`config.mk`:
```
export PLATFORM = sky130hd
export DESIGN_NAME = serial_addsub_unit
export DESIGN_NICKNAME = d
export VERILOG_FILES = /design/src/rtl/alu_pkg.sv /design/src/rtl/digit_addsub_slice.sv /design/src/rtl/serial_addsub_unit.sv
export SDC_FILE = /design/constraint.sdc
export NUM_CORES = 1
export LEC_CHECK = 0
export CAP_MARGIN = 20
export CORE_MARGIN = 5
export CORE_UTILIZATION = 33
export CTS_BUF_LIST = sky130_fd_sc_hd__clkbuf_4 sky130_fd_sc_hd__clkbuf_8
export DETAILED_ROUTE_END_ITERATION = 10
export PLACE_DENSITY_LB_ADDON = 0.05
export SLEW_MARGIN = 20
export SYNTH_ARGS = -nofsm -noshare
export SYNTH_HDL_FRONTEND = slang
export SYNTH_SLANG_ARGS = --single-unit
```
`constraint.sdc`:
```
create_clock -name clk -period 1.5 [get_ports clk]
set_clock_uncertainty 0.05 [all_clocks]
set_input_delay 0.45 -clock clk [delete_from_list [all_inputs] [get_ports clk]]
set_output_delay 0.45 -clock clk [all_outputs]
set_load 0.1 [all_outputs]
```
`src/rtl/alu_pkg.sv`:
```
// Shared definitions for the serial add/subtract unit: FSM states, flag
// bit positions and operation mode encodings.
package alu_pkg;

  typedef enum logic [1:0] {
    IDLE = 2'd0,
    BUSY = 2'd1,
    DONE = 2'd2
  } state_e;

  localparam int unsigned FLAG_Z = 0;
  localparam int unsigned FLAG_V = 1;
  localparam int unsigned FLAG_C = 2;
  localparam int unsigned FLAG_N = 3;

  localparam logic MODE_ADD = 1'b0;
  localparam logic MODE_SUB = 1'b1;

endpackage : alu_pkg

```
`src/rtl/digit_addsub_slice.sv`:
```
// Combinational W-bit ripple adder / direct-borrow subtractor slice.
// msb_cin is the carry/borrow entering the top bit, used for overflow.
module digit_addsub_slice
  import alu_pkg::*;
#(
  parameter int unsigned W = 1
) (
  input  logic [W-1:0] a_slice,
  input  logic [W-1:0] b_slice,
  input  logic         mode,
  input  logic         cin,
  output logic [W-1:0] sum_slice,
  output logic         cout,
  output logic         msb_cin
);

  always_comb begin
    logic c;
    c         = cin;
    sum_slice = '0;
    msb_cin   = 1'b0;
    for (int unsigned i = 0; i < W; i++) begin
      if (i == W - 1) begin
        msb_cin = c;
      end
      sum_slice[i] = a_slice[i] ^ b_slice[i] ^ c;
      if (mode == MODE_SUB) begin
        c = (~a_slice[i] & b_slice[i]) | (~(a_slice[i] ^ b_slice[i]) & c);
      end else begin
        c = (a_slice[i] & b_slice[i]) | ((a_slice[i] ^ b_slice[i]) & c);
      end
    end
    cout = c;
  end

endmodule : digit_addsub_slice

```
`src/rtl/serial_addsub_unit.sv`:
```
// Multi-cycle add/subtract unit: W bits per clock, LSB first, with
// registered result and NZCV flags held between operations.
module serial_addsub_unit
  import alu_pkg::*;
#(
  parameter int unsigned N = 8,
  parameter int unsigned W = 1
) (
  input  logic         clk,
  input  logic         rst,
  input  logic         start,
  input  logic         mode,
  input  logic [N-1:0] a,
  input  logic [N-1:0] b,
  output logic         busy,
  output logic         done,
  output logic [N-1:0] result,
  output logic [3:0]   flags
);

  localparam int unsigned SLICES = N / W;
  localparam int unsigned CNT_W  = (SLICES > 1) ? $clog2(SLICES) : 1;

  if (N < 2 || W < 1 || W > N || (N % W) != 0) begin : g_bad_params
    $error("serial_addsub_unit: N must be >= 2 and a multiple of W");
  end

  state_e             state_q, state_d;
  logic [CNT_W-1:0]   cnt_q, cnt_d;
  logic [N-1:0]       a_q, a_d;
  logic [N-1:0]       b_q, b_d;
  logic               mode_q, mode_d;
  logic               carry_q, carry_d;
  logic [N-1:0]       acc_q, acc_d;
  logic [N-1:0]       result_q, result_d;
  logic [3:0]         flags_q, flags_d;

  logic [W-1:0]       sum_slice;
  logic               slice_cout;
  logic               slice_msb_cin;
  logic [N-1:0]       acc_shift;
  logic               last_slice;

  digit_addsub_slice #(
    .W (W)
  ) u_slice (
    .a_slice   (a_q[W-1:0]),
    .b_slice   (b_q[W-1:0]),
    .mode      (mode_q),
    .cin       (carry_q),
    .sum_slice (sum_slice),
    .cout      (slice_cout),
    .msb_cin   (slice_msb_cin)
  );

  // New slice enters at the top so the first (LSB) slice ends up at bit 0.
  assign acc_shift  = (acc_q >> W) | (N'(sum_slice) << (N - W));
  assign last_slice = (cnt_q == CNT_W'(SLICES - 1));

  always_comb begin
    state_d  = state_q;
    cnt_d    = cnt_q;
    a_d      = a_q;
    b_d      = b_q;
    mode_d   = mode_q;
    carry_d  = carry_q;
    acc_d    = acc_q;
    result_d = result_q;
    flags_d  = flags_q;

    case (state_q)
      IDLE: begin
        if (start) begin
          a_d     = a;
          b_d     = b;
          mode_d  = mode;
          cnt_d   = '0;
          carry_d = 1'b0;
          acc_d   = '0;
          state_d = BUSY;
        end
      end
      BUSY: begin
        acc_d   = acc_shift;
        a_d     = a_q >> W;
        b_d     = b_q >> W;
        carry_d = slice_cout;
        cnt_d   = cnt_q + CNT_W'(1);
        if (last_slice) begin
          // Overflow taken from the carry chain: carry into MSB xor carry out.
          result_d         = acc_shift;
          flags_d[FLAG_Z]  = ~|acc_shift;
          flags_d[FLAG_N]  = acc_shift[N-1];
          flags_d[FLAG_C]  = slice_cout;
          flags_d[FLAG_V]  = slice_cout ^ slice_msb_cin;
          cnt_d            = '0;
          state_d          = DONE;
        end
      end
      DONE: begin
        state_d = IDLE;
      end
      default: begin
        state_d = IDLE;
      end
    endcase
  end

  always_ff @(posedge clk or posedge rst) begin
    if (rst) begin
      state_q  <= IDLE;
      cnt_q    <= '0;
      a_q      <= '0;
      b_q      <= '0;
      mode_q   <= 1'b0;
      carry_q  <= 1'b0;
      acc_q    <= '0;
      result_q <= '0;
      flags_q  <= '0;
    end else begin
      state_q  <= state_d;
      cnt_q    <= cnt_d;
      a_q      <= a_d;
      b_q      <= b_d;
      mode_q   <= mode_d;
      carry_q  <= carry_d;
      acc_q    <= acc_d;
      result_q <= result_d;
      flags_q  <= flags_d;
    end
  end

  assign busy   = (state_q == BUSY);
  assign done   = (state_q == DONE);
  assign result = result_q;
  assign flags  = flags_q;

endmodule : serial_addsub_unit

```
* After elaboration in Yosys (flattened, before gate mapping)
Index checks and enable logic that the tools add are counted.
W data, S select, Z words.
** Word-level totals
- Logic and storage cells :: 50
- Bits in registers :: 43
- Input port bits :: 20
- Output and inout bits :: 14
** Operators by class
- Add/sub/neg operators :: 1
- Eq/ne operators :: 5
- Reduce and logical (&&, ||, !) cells :: 8
- Bitwise operators :: 12
- Muxes and demuxes :: 15
** Operators by type and width (count)
- $pmux W8 S2 :: 3
- $mux W8 :: 3
- $or A7 B8 Y8 :: 1
- $reduce_and A2 Y1 :: 4
- $reduce_or A8 Y1 :: 1
- $mux W3 :: 2
- $pmux W3 S2 :: 1
- $and A1 B1 Y1 :: 4
- $mux W2 :: 2
- $pmux W2 S2 :: 1
- $add A3 B1 Y3 const B :: 1
- $eq A3 B3 Y1 const B :: 1
- $xor A1 B1 Y1 :: 3
- $eq A2 B1 Y1 const B :: 1
- $eq A2 B2 Y1 const B :: 1
- $logic_not A2 Y1 :: 1
- $mux W1 :: 2
- $ne A2 B1 Y1 const B :: 1
- $ne A2 B2 Y1 const B :: 1
- $not A1 Y1 :: 2
- $or A1 B1 Y1 :: 2
- $pmux W1 S2 :: 1
- $reduce_bool A2 Y1 :: 1
- $logic_not A1 Y1 :: 1

* Depth between registers and ports, before layout
Gate-level depths: netlist of run 1.
- Word-level depth :: 6
- Gate-level depth with buffers :: 6
- Mapped depth without buffers :: 5

* By module
A second synthesis of run 1 with hierarchy kept.
** Second synthesis, totals
- Cells, all modules :: 147
- Area total of the unflattened synthesis :: 1813.0 um^2
** Modules (own cells, without submodules)
- serial_addsub_unit :: times used 1, area each 1744.2 um^2, sequential area each 1026.0 um^2, cells each 140
- digit_addsub_slice :: times used 1, area each 68.8 um^2, sequential area each 0.0 um^2, cells each 7

* Worst setup path after synthesis of run 1
Ideal clock, no wire load.
- Path kind :: register to output
- Start :: register state_q[0]
- End :: output port done
- Stages on the path, launching flop included :: 3
- Data required time :: 1.000 ns
- Path buffers :: 1
- Data arrival time :: 1.864 ns
- Setup slack :: -0.864 ns
- Path through :: dfrtp_1 buf_4 nor2b_1
** Between the ends
- Cells in the longest elaborated chain, start to end :: 1
** Ends and longest elaborated chain
- from (decl) :: line serial_addsub_unit.sv:28 : state_e state_q, state_d;
- from (signal assigned) :: line serial_addsub_unit.sv:121 : state_q <= state_d;
- $eq A2 B2 Y1 :: line serial_addsub_unit.sv:134 : assign done = (state_q == DONE);
- to (decl) :: line serial_addsub_unit.sv:16 : output logic done,
Every way passes these cells.

* Worst setup path after layout of run 1
- Start :: register state_q[1]
- End :: output port busy
** Between the ends
- Cells in the longest elaborated chain, start to end :: 1
** Ends and longest elaborated chain
- $eq A2 B1 Y1 :: line serial_addsub_unit.sv:133 : assign busy = (state_q == BUSY);
- to (decl) :: line serial_addsub_unit.sv:15 : output logic busy,
Every way passes these cells.

==> metrics.txt, run 1 <==
die area=between 7000 and 8000 um2; internal power=approximately 4.1 mW; critical path arrival=between 1 and 1.5 ns; Worst VDD drop=between 1 and 1.5 mV; via count=between 1,000 and 1,500; total placed cells including tap cells=273; sw frac=0.424; mux share of post-synthesis cell area=0.125; dominant synthesized flop cell=sky130_fd_sc_hd__dfrtp_1; Unique masters post-synth=30; height of the die=~85 um; ratio of final minimum period to clock period=1.08; number of clock buffers inserted by TritonCTS=5; H-tree Lvls=2; top cell type's share of synthesized area=0.546; clock buffer depth=2; Switch Pwr=slightly above 3 mW; count of mapped cells out of synthesis=159; clock sink count=41; largest cells by area after synthesis=sky130_fd_sc_hd__dfrtp_1 (55%), sky130_fd_sc_hd__mux2i_1 (6.9%), sky130_fd_sc_hd__o21ai_0 (5.3%); Antenna Cells=0; Starting Density=0.341; max_slew headroom=0.825; Setup crit end kind=output pin; vias in the first global route=between 1,000 and 1,500; Multi-input gate area=roughly 800 um2; share of layout cells above drive strength 1=0.344; post-synthesis cell area=about 1900 um2; total routing usage reported by global routing=0.118; remaining antenna violation count=0; Storage cell area=around 1000 um2; WS Path Type=flop to output pin; Post-Synthesis Mean Instance Area=roughly 12 um2; Warnings, synthesis=0; register bit total from synthesis=41; met2 routed WL=approximately 2.0 mm; post-DR wirelength/cell=about 14 um; ports placed on the boundary=34; cell chosen for the clock root=sky130_fd_sc_hd__clkbuf_8; Worst Hold Class=flop to flop; growth of design area from synthesis to finish=48.4%; number of iterations in the first detailed-routing pass=4; die boundary width=~85 um; largest net degree at the start of global routing=between 40 and 50; detailed placement HPWL=approximately 2.8 mm; met3 layer wire length in the routed design=174 um; RePlAce Congestion=~0.75; combinational power share=0.570; Max Freq=0.615 GHz; clock latency at the later pin of the worst-skew pair=0.29 ns; fraction of the mapped netlist area in compound gates=0.130; Core Region=5510 um2; overall power after layout=roughly 7.1 mW; cell area after placement=about 2500 um2; maximum fanout encountered on the critical timing path=5; drc violations=0; via/cell ratio=4.66; clock tree from TritonCTS=done; sequential area share after synthesis=0.546; Pwr Density=2560 nW/um2; first-pass GRT wire length=approximately 6.8 mm; clock transition at the registers of the reported paths=roughly 0.080 ns; library cell with the largest summed area after synthesis=sky130_fd_sc_hd__dfrtp_1; final setup violation count=3; run status=finished, violations left; final hold slack=about 0.43 ns; count of hold buffers inserted by post-cts repair=0; Setup Slack @ Placement=-0.261 ns; Final Max Tran Viols=0; sum of routed wire segments on met1=1.70 mm; leftover overflow at the end of global routing=0; top routing layer in use=met4; startpoint kind of the worst setup timing path=flop; count of flip-flops with a built-in enable after synthesis=0; num rows=27; final-stage net count=between 200 and 250; xor-xnor portion of the synthesized cell area=0; number of inserted filler cells in the final layout=between 500 and 600; Max Cap Violations=0; initial detailed-routing violation count=30; violated checks=negative setup slack; post-layout minimum cycle time=roughly 1.6 ns; required time reported for the critical path endpoint=1.00 ns; adder-cell share of the synthesized area=0.0346; Worst Max-Slew Pin Slew=about 0.26 ns; post-route cell area=between 2000 and 3000 um2; fraction of registers with async set or reset after synthesis=1.00; final wirelength=roughly 4.0 mm; number of antenna violations at the first check in global routing=0; RSZ-0062 raised after global routing=true; static leakage=1.25 nW; count of buffers inserted at the top-level ports=33; simple-gate area share of the yosys netlist=0.110; final hold violations=0; number of nets produced by synthesis=around 180; clock network power share=0.146; combinational family with the most area after synthesis=compound AO/OA/AOI/OAI gates; worst setup slack after layout=-0.127 ns; post-route non-filler standard cell count=a little under 300; part of the power in registers=0.284
-- worst max-delay path, stage by stage (launching register included) --
cell                       delay [ns]
sky130_fd_sc_hd__dfrtp_2         0.45
sky130_fd_sc_hd__nand2b_4        0.16
sky130_fd_sc_hd__inv_4           0.06
sky130_fd_sc_hd__buf_12          0.16
-- state kept, by name (all words and copies together) (netlist names) --
register  count
mode_q        1
a_q           8
carry_q       1
flags         3
b_q           8
cnt_q         3
acc_q         7
state_q       2
result        8
-- logic make-up (layout without fill, tap and decap cells) --
kind of cell	Yosys count	in the layout
simple gates	38	39
fa+ha+maj	4	4
mux	22	22
flops	41	41
buf+inv	16	74
compound gates	38	38
-- stage by stage --
stage               utilization  setup TNS (ns)
finish                    0.506          -0.205
global route              0.506          -0.450
CTS                       0.498          -0.241
detailed placement        0.458           -5.47
global placement          0.458           -4.64
floorplan                     -         -0.0979
-- repair_timing --
action | CTS | global route
gates resized for setup | 11 | 11
setup buffers | 7 | 1
gates cloned | 1 | 0
pin swaps | 5 | 2
setup endpoints to repair | 10 | 11
-- power groups by stage --
| stage | Combinational [mW] | Sequential (mW) | Clock (mW) |
|---|---|---|---|
| floorplan | 1.70 | 2.79 | 0 |
| global placement | 3.68 | 2.02 | 0 |
| detailed placement | 3.75 | 2.04 | 0 |
| CTS | 3.97 | 2.02 | 1.07 |
| global route | 4.34 | 2.10 | 1.11 |
| finish | 4.06 | 2.02 | 1.04 |
-- final cells by class --
type | count | area share
Inverter | 7 | 0.0103
Multi-Input combinational cell | 103 | 0.288
Tap cell | 72 | 0.0323
Clock buffer | 5 | 0.0247
Timing Repair Buffer | 59 | 0.252
Clock inverter | 3 | 0.0233
Sequential cell | 41 | 0.369
-- synth_stat cells (2+ instances only) --
cell                       n
sky130_fd_sc_hd__a22o_1    8
sky130_fd_sc_hd__a21oi_1   4
sky130_fd_sc_hd__a22oi_1   2
sky130_fd_sc_hd__o21ai_0  20
sky130_fd_sc_hd__mux2i_1  13
sky130_fd_sc_hd__buf_4     2
sky130_fd_sc_hd__inv_1     6
sky130_fd_sc_hd__mux2_2    8
sky130_fd_sc_hd__nand2_1  21
sky130_fd_sc_hd__ha_1      2
sky130_fd_sc_hd__nor2_1    4
sky130_fd_sc_hd__nor2b_1   5
sky130_fd_sc_hd__fa_1      2
sky130_fd_sc_hd__buf_2     3
sky130_fd_sc_hd__dfrtp_1  41
sky130_fd_sc_hd__buf_6     4
-- worst paths after layout --
path / start / endpoint / slack (ns) / depth (start not counted)
max: state_q[1]$_DFFE_PP0P_ / busy / -0.13 / 3
min: b_q[3]$_DFFE_PP0P_ / b_q[3]$_DFFE_PP0P_ / 0.43 / 2
max reg2reg: a_q[0]$_DFFE_PP0P_ / flags[0]$_DFFE_PP0P_ / -0.01 / 5
min reg2reg: b_q[3]$_DFFE_PP0P_ / b_q[3]$_DFFE_PP0P_ / 0.43 / 2
max in group asynchronous: rst / state_q[0]$_DFFE_PP0P_ / 0.72 / 3
min in group asynchronous: rst / mode_q$_DFFE_PP0P_ / 0.47 / 3
-- metal layers --
metal,up-vias,GRT usage
li1,662,-
met1,659,0.141
met2,26,0.202
met3,5,0.0398
met4,0,0.0345
met5,-,0
-- placed cells by master (no fill, tap or decap), types with 5 or more instances in the layout --
master	count
sky130_fd_sc_hd__clkbuf_8	5
sky130_fd_sc_hd__buf_4	21
sky130_fd_sc_hd__mux2_2	8
sky130_fd_sc_hd__clkdlybuf4s50_1	19
sky130_fd_sc_hd__o21ai_0	17
sky130_fd_sc_hd__nand2_1	21
sky130_fd_sc_hd__dfrtp_1	38
sky130_fd_sc_hd__a22o_1	8
sky130_fd_sc_hd__buf_12	16
sky130_fd_sc_hd__mux2i_1	13
(Power assumes the default switching activity.)
==> run 2: changes to the inputs <==
MAX_ROUTING_LAYER = met4   (was not set)
==> metrics.txt, run 2 (synthesized netlist as in run 1, its figures left out) <==
run status=finished, violations left; violated checks=negative setup slack; worst setup slack after layout=-0.126 ns; clock transition at the registers of the reported paths=about 0.080 ns; post-route cell area=2790 um2; final setup violation count=3; die boundary width=85.4 um; Antenna Cells=0; top library cells by usage in the layout, fill and taps aside=sky130_fd_sc_hd__dfrtp_1 (38), sky130_fd_sc_hd__nand2_1 (21), sky130_fd_sc_hd__buf_4 (21), sky130_fd_sc_hd__clkdlybuf4s50_1 (19), sky130_fd_sc_hd__o21ai_0 (17); Setup crit end kind=output pin; post-DR wirelength/cell=13.6 um; post-layout minimum cycle time=about 1.6 ns; initial detailed-routing violation count=60; max_slew headroom=0.826; die area=around 7300 um2; largest net degree at the start of global routing=42; Max Cap Violations=0; Max Freq=a little over 0.6 GHz; ports placed on the boundary=34; clock tree from TritonCTS=done; leftover overflow at the end of global routing=0; detailed placement HPWL=between 2 and 3 mm; via/cell ratio=around 4.7; total routing usage reported by global routing=0.122; Starting Density=0.341; cell chosen for the clock root=sky130_fd_sc_hd__clkbuf_8; WS Path Type=flop to output pin; RSZ-0062 raised after global routing=true; Pwr Density=around 2600 nW/um2; drc violations=0; H-tree Lvls=2; ratio of final minimum period to clock period=1.08; count of buffers inserted at the top-level ports=33; final-stage net count=roughly 240; final wirelength=3.96 mm; static leakage=about 1.3 nW; most common cell after layout, fill and taps aside=sky130_fd_sc_hd__dfrtp_1; number of antenna violations at the first check in global routing=0; via count=approximately 1,400; count of hold buffers inserted by post-cts repair=0; number of iterations in the first detailed-routing pass=4; first-pass GRT wire length=approximately 6.8 mm; maximum fanout encountered on the critical timing path=5; Core Region=about 5500 um2; Multi-input gate area=about 800 um2; vias in the first global route=roughly 1,500; startpoint kind of the worst setup timing path=flop; required time reported for the critical path endpoint=1.00 ns; Worst Hold Class=flop to flop; remaining antenna violation count=0; clock latency at the later pin of the worst-skew pair=slightly below 0.3 ns; Final Max Tran Viols=0; Worst VDD drop=1.06 mV; clock buffer depth=2; Worst Max-Slew Pin Slew=0.258 ns; cell area after placement=approximately 2500 um2; height of the die=approximately 85 um; num rows=27; final hold violations=0; Storage cell area=1030 um2; share of layout cells above drive strength 1=0.344; overall power after layout=roughly 7.1 mW; critical path arrival=around 1.1 ns; number of inserted filler cells in the final layout=around 500; growth of design area from synthesis to finish=48.4%; clock sink count=between 40 and 50; number of clock buffers inserted by TritonCTS=5; RePlAce Congestion=~0.76
-- run 2: cell counts in the layout (fill, tap and decap cells not counted) --
Identical to the previous run, type by type.
-- run 2: worst paths after layout --
check                                       start                      to  slack [ns]  cells after the start
max in group asynchronous                     rst  state_q[0]$_DFFE_PP0P_        0.72                      3
max reg2reg                    a_q[0]$_DFFE_PP0P_    flags[0]$_DFFE_PP0P_       -0.01                      5
min reg2reg                    b_q[3]$_DFFE_PP0P_      b_q[3]$_DFFE_PP0P_        0.43                      2
max                        state_q[1]$_DFFE_PP0P_                    busy       -0.13                      3
min in group asynchronous                     rst      mode_q$_DFFE_PP0P_        0.47                      3
min                            b_q[3]$_DFFE_PP0P_      b_q[3]$_DFFE_PP0P_        0.43                      2
-- run 2: worst max-delay path: stages, from the launching register on --
cell and delay, ns:
sky130_fd_sc_hd__dfrtp_2 0.45, sky130_fd_sc_hd__nand2b_4 0.16, sky130_fd_sc_hd__inv_4 0.06, sky130_fd_sc_hd__buf_12 0.16
-- run 2: area by class of cell --
cell class,count,area share
Sequential cell,41,0.369
Multi-Input combinational cell,103,0.288
Timing Repair Buffer,59,0.252
Tap cell,72,0.0323
Clock buffer,5,0.0247
Clock inverter,3,0.0233
Inverter,7,0.0103
-- run 2: power breakdown --
group	switching, mW	internal (mW)
logic	2.21	1.85
clock network	0.380	0.661
registers	0.429	1.60
-- run 2: what timing repair did --
item | 4_1_cts | 5_1_grt
endpoints found under the setup margin | 10 | 11
gates cloned | 1 | 0
pin swaps | 5 | 2
gates resized for setup | 11 | 11
buffers inserted | 7 | 1
-- run 2: metal layers --
layer | vias up | wire length [um] | part of all wire | global-route usage
met5 | - | 0 | 0 | -
met4 | 0 | 53 | 0.013 | 0.0345
met3 | 5 | 170 | 0.043 | 0.0398
met2 | 24 | 2030 | 0.51 | 0.201
met1 | 667 | 1700 | 0.43 | 0.141
li1 | 661 | - | - | -
-- run 2: through the flow --
| stage | TNS (ns) | worst slack (ns) | utilization | cells | hold slack [ns] |
|---|---|---|---|---|---|
| 4_1_cts | -0.241 | -0.142 | 0.498 | 289 | 0.439 |
| 3_3_place_gp | -4.64 | -0.220 | 0.458 | 273 | 0.411 |
| 5_1_grt | -0.447 | -0.182 | 0.506 | 290 | 0.474 |
| 2_1_floorplan | -0.0979 | -0.0461 | - | 159 | 0.399 |
| 3_5_place_dp | -5.47 | -0.261 | 0.458 | 273 | 0.421 |
| 6_report | -0.202 | -0.126 | 0.506 | 290 | 0.431 |
==> RTL change 1, RTL diff (settings of run 1) <==
`a_q`, `b_q` and `result_q` no longer have a reset.
--- a/src/rtl/serial_addsub_unit.sv
+++ b/src/rtl/serial_addsub_unit.sv
@@ -111,22 +111,22 @@
       state_q  <= IDLE;
       cnt_q    <= '0;
-      a_q      <= '0;
-      b_q      <= '0;
       mode_q   <= 1'b0;
       carry_q  <= 1'b0;
       acc_q    <= '0;
-      result_q <= '0;
       flags_q  <= '0;
     end else begin
       state_q  <= state_d;
       cnt_q    <= cnt_d;
-      a_q      <= a_d;
-      b_q      <= b_d;
       mode_q   <= mode_d;
       carry_q  <= carry_d;
       acc_q    <= acc_d;
-      result_q <= result_d;
       flags_q  <= flags_d;
     end
+  end
+
+  always_ff @(posedge clk) begin
+    a_q      <= a_d;
+    b_q      <= b_d;
+    result_q <= result_d;
   end
 
Function: differs if rst is asserted again (counterexample within 10 cycles, from zero or initial values and one cycle with rst high); with rst held inactive, the same outputs for 10 cycles.
==> RTL change 1 against run 1 <==
Routed wire length shrank 13%. Via count shrank 14%. Total power shrank 18%. Final area shrank 9.5%. Die area shrank 6.1%. Worst setup slack gained 12 ps. Area after synthesis shrank 6.9%. The run still ends with setup timing left. Sequential cell count grew 1. Critical path type unchanged.
==> RTL change 1: results (changes against run 1) <==
STA
  • Slew margin rel.: 83.1% (was 82.5%)
  • Count of final setup violators: 3 (unchanged)
  • Final setup margin: -115 ps (was -127 ps)

Yosys
  • Sequential area share after synthesis: 67.0% (was 54.6%)
  • Unique masters post-synth: 28 (was 30)
  • Synth cell count leaders: 49 x nand2_1, 24 x edfxtp_1, 18 x dfrtp_1 (was 41 x dfrtp_1, 21 x nand2_1, 20 x o21ai_0)
  • Fraction of registers with async set/reset: 42.9% (was 100%)
  • Post-Syn Nets: 166 (was 183)
  • EDFF count, synth: 24 (was 0)

Drt
  • Vias per cell: 4.45 (was 4.66)
  • WL final: 3.44 mm (was 3.95 mm)
  • Drt initial violations: 46 (was 30)

Setup path
  • Data arrival, critical path: 1110 ps (was 1130 ps)
  • Worst stage delay on the critical path: 430 ps (was 450 ps)
  • CP Max Fanout: 4 (was 5)

Status
  • Violated checks: setup timing (unchanged)
  • Outcome: finished, violations left (unchanged)

Pwr
  • Worst vdd ir: 0.969 mV (was 1.06 mV)
  • Internal: 3510 uW (was 4100 uW)
  • Leak: 0.00108 uW (was 0.00125 uW)

Global routing
  • GR Util All Layers: 10.6% (was 11.8%)
  • Pin count of the biggest net entering global routing: 23 (was 42)
  • First-pass GRT wire length: 5.89 mm (was 6.84 mm)
  • Vias in the first global route: 1213 (was 1471)

Place
  • Gp weighted congestion: 0.727 (was 0.752)

Final layout
  • Nets: 214 (was 241)
  • Layout fillers: 501 (was 513)
  • Ratio of cells with drive above 1 in the final layout: 26.7% (was 34.4%)
==> RTL change 1: cell count changes in the layout (fill, tap and decap cells not counted), moves of 3 or more <==
cell / before / now
nand2_1: 21 / 49
edfxtp_1: 0 / 24
dfrtp_1: 38 / 16
o21ai_0: 17 / 2
mux2i_1: 13 / 1
buf_4: 21 / 12
mux2_2: 8 / 0
a21oi_1: 4 / 0
nor2b_1: 4 / 0
buf_6: 3 / 0
==> RTL change 1: worst paths after layout <==
kind,startpoint,to,slack (ps),depth (start not counted)
max,state_q[1],busy,-110,3
min,rst,acc_q[4],420,3
max reg2reg,b_q[0],flags[0],-10,4
min reg2reg,a_q[6],a_q[5],460,2
max in group asynchronous,rst,state_q[1],760,3
min in group clk,a_q[6],a_q[5],460,2
==> RTL change 1: layout make-up <==
cell class	instances	area, sq um	share of cell area (%)
clock inverter	1	3.75	0.149
sequential	42	1170	46.5
multi-input combinational	85	537	21.3
clock buffer	7	96.3	3.82
tap	70	87.6	3.47
timing repair buffer	46	581	23.0
inverter	10	43.8	1.74
==> RTL change 1: cell families after synthesis <==
| kind of cell | count (synthesis) | synth area share [%] |
|---|---|---|
| multiplexers | 2 | 1.22 |
| flip-flops | 42 | 67.0 |
| buffers and inverters | 15 | 4.93 |
| adder cells (fa/ha/maj) | 4 | 3.72 |
| AO/OA/AOI/OAI | 17 | 7.87 |
| AND/OR/NAND/NOR | 62 | 15.3 |
==> RTL change 1: stage by stage <==
stage | cells | utilization, % | TNS, ps | hold slack, ps
2_1_floorplan | 142 | - | -4.46 | 339
3_3_place_gp | 250 | 45.9 | -2840 | 429
3_5_place_dp | 250 | 45.9 | -3860 | 446
4_1_cts | 259 | 48.4 | -340 | 420
5_1_grt | 261 | 49.1 | -414 | 441
6_report | 261 | 49.1 | -213 | 423
==> RTL change 1: layer usage <==
layer  up-vias  track usage [%]  share of wire [%]
met5         -                0                  0
met4         0             3.57                1.5
met3         5             3.66                4.5
met2        23             16.5                 49
met1       559             13.7                 45
li1        574                -                  -
==> RTL change 1: repair_timing <==
action / 4_1_cts / 5_1_grt
setup endpoints to repair: 4 / 14
buffers inserted: 1 / 2
pin swaps: 1 / 3
gates resized for setup: 7 / 8
==> RTL change 1: worst reg2reg max path: stages, from the launching register on <==
cell and delay (ps):
edfxtp_1 420, fa_2 570, nor4b_4 190, nand2_1 80, o21ai_1 120
==> RTL change 1: power groups by stage <==
stage	registers [uW]	clock network, uW	logic [uW]
2_1_floorplan	2640	0	1380
4_1_cts	2230	819	2820
3_3_place_gp	2210	0	2660
5_1_grt	2290	870	3100
6_report	2230	782	2860
3_5_place_dp	2230	0	2730
==> RTL change 2, RTL diff (config.mk and constraints of run 1) <==
Without the edit above. `N`: 8 -> 16.
--- a/src/rtl/serial_addsub_unit.sv
+++ b/src/rtl/serial_addsub_unit.sv
@@ -4,5 +4,5 @@
   import alu_pkg::*;
 #(
-  parameter int unsigned N = 8,
+  parameter int unsigned N = 16,
   parameter int unsigned W = 1
 ) (
Interface: changed (resized a, b and result); port bits go from 34 to 58. The function was not compared with the original's and may differ.
==> RTL change 2 against run 1 <==
The run still ends with setup timing left. Critical path depth stayed put. Total power is 44% higher. Routed wire length up 81%. Final cell count rose by 70%. Count of clock-buffer cells in the layout up 4. Hold slack improved by 9.0 ps. Sequential cell count up 33. Worst setup slack got worse by 78 ps. Final area rose by 79%. Area after synthesis up 73%. Sequential power grew 66%. Highest routed layer unchanged.
==> RTL change 2: results (changes against run 1) <==
Drt
  • Met1 WL: 3.35 mm (was 1.70 mm)
  • Drt initial violations: 59 (was 30)
  • WL final: 7.17 mm (was 3.95 mm)
  • Met2 Routed Length: 3.41 mm (was 2.03 mm)
  • Via Count: 2276 (was 1352)
  • DR WL met3: 285 um (was 174 um)

Yosys
  • Sequential area share after synthesis: 56.9% (was 54.6%)
  • Adder-Cell Fraction of Synth Area: 1.61% (was 3.46%)
  • Synth area leaders: dfrtp_1 57%, mux2i_1 9.2%, o21ai_0 4.8% (was dfrtp_1 55%, mux2i_1 6.9%, o21ai_0 5.3%)
  • Combinational family with the most area after synthesis: multiplexers (was compound AO/OA/AOI/OAI gates)
  • Post-Syn Nets: 302 (was 183)
  • Syn avg cell area: 12.4 sq um (was 11.8 sq um)
  • Synth Area in Compound Gates: 12.5% (was 13.0%)
  • Unique masters post-synth: 38 (was 30)
  • Synth cell count leaders: 74 x dfrtp_1, 37 x nand2_1, 31 x o21ai_0 (was 41 x dfrtp_1, 21 x nand2_1, 20 x o21ai_0)
  • Multiplexer share of the synthesized area: 15.7% (was 12.5%)

STA
  • Worst hold slack: 440 ps (was 431 ps)
  • Setup TNS: -3420 ps (was -205 ps)
  • Final setup margin: -204 ps (was -127 ps)
  • Count of final setup violators: 36 (was 3)

Setup path
  • Reg-to-Reg Start: b_q[0] (was a_q[0])
  • CP Max Fanout: 4 (was 5)
  • R2R Setup Slk: -180 ps (was -10 ps)
  • Data arrival, critical path: 1200 ps (was 1130 ps)

Global routing
  • Vias in the first global route: 2409 (was 1471)
  • Global Route met3 Usage: 4.23% (was 3.98%)
  • Grt met2 use: 19.5% (was 20.2%)
  • Global routing usage on met1: 17.4% (was 14.1%)
  • GR Util All Layers: 12.8% (was 11.8%)
  • First-pass GRT wire length: 11.9 mm (was 6.84 mm)
  • Pin count of the biggest net entering global routing: 36 (was 42)

Pwr
  • Worst vdd ir: 0.758 mV (was 1.06 mV)
  • Leak: 0.00211 uW (was 0.00125 uW)
  • Switching Share: 40.0% (was 42.4%)

Clock network
  • # Post-CTS Setup Buffers: 5 (was 7)
  • # resized after CTS: 19 (was 11)
  • H-tree levels: 3 (was 2)
  • Num CTS Buffers: 9 (was 5)
  • Clk Latency, worst-skew pair: 350 ps (was 290 ps)

Status
  • Outcome: finished, violations left (unchanged)
  • Violated checks: setup timing (unchanged)

Place
  • DP Wirelength: 4.71 mm (was 2.80 mm)
  • Dpl ws: -453 ps (was -261 ps)
  • Area after DPL: 4400 sq um (was 2520 sq um)
  • Gp weighted congestion: 0.709 (was 0.752)

Final layout
  • Nets: 393 (was 241)
  • Ratio of cells with drive above 1 in the final layout: 31.5% (was 34.4%)

Worst hold path
  • Worst Hold End: b_q[8] (was b_q[3])
  • Hold wc startpoint: b_q[9] (was b_q[3])
## RTL change 2: cell types whose count changed after synthesis, moves of 3 or more
cell / change
clkbuf_1: +8
mux2_4: +7
nand2_1: +16
mux2i_1: +17
nor2_1: -4
o21ai_0: +11
o21ai_1: +6
dfrtp_1: +33
a21oi_1: -4
a22o_1: +9
nor2b_1: -3
## RTL change 2: final cells by class
| cell class | count | area, sq um |
|---|---|---|
| well taps | 133 | 166 |
| multi-input cells | 166 | 1350 |
| clock buffers | 9 | 124 |
| clock inverters | 7 | 124 |
| repair buffers | 97 | 1350 |
| fillers | 853 | 4680 |
| inverters | 6 | 31.3 |
| flip-flops and latches | 74 | 1860 |
## RTL change 2: power groups by stage
stage               clock, uW  combinational, uW  sequential, uW
floorplan                   0               1780            4360
global placement            0               4370            3370
detailed placement          0               4420            3370
CTS                      1990               4740            3350
global route             2070               5350            3450
finish                   1930               5020            3350
## RTL change 2: tightest hold or removal path, cell delays in order, from the launching register on
cell     delay (ps)
dfrtp_1         350
nand2_1          50
o21ai_1          60
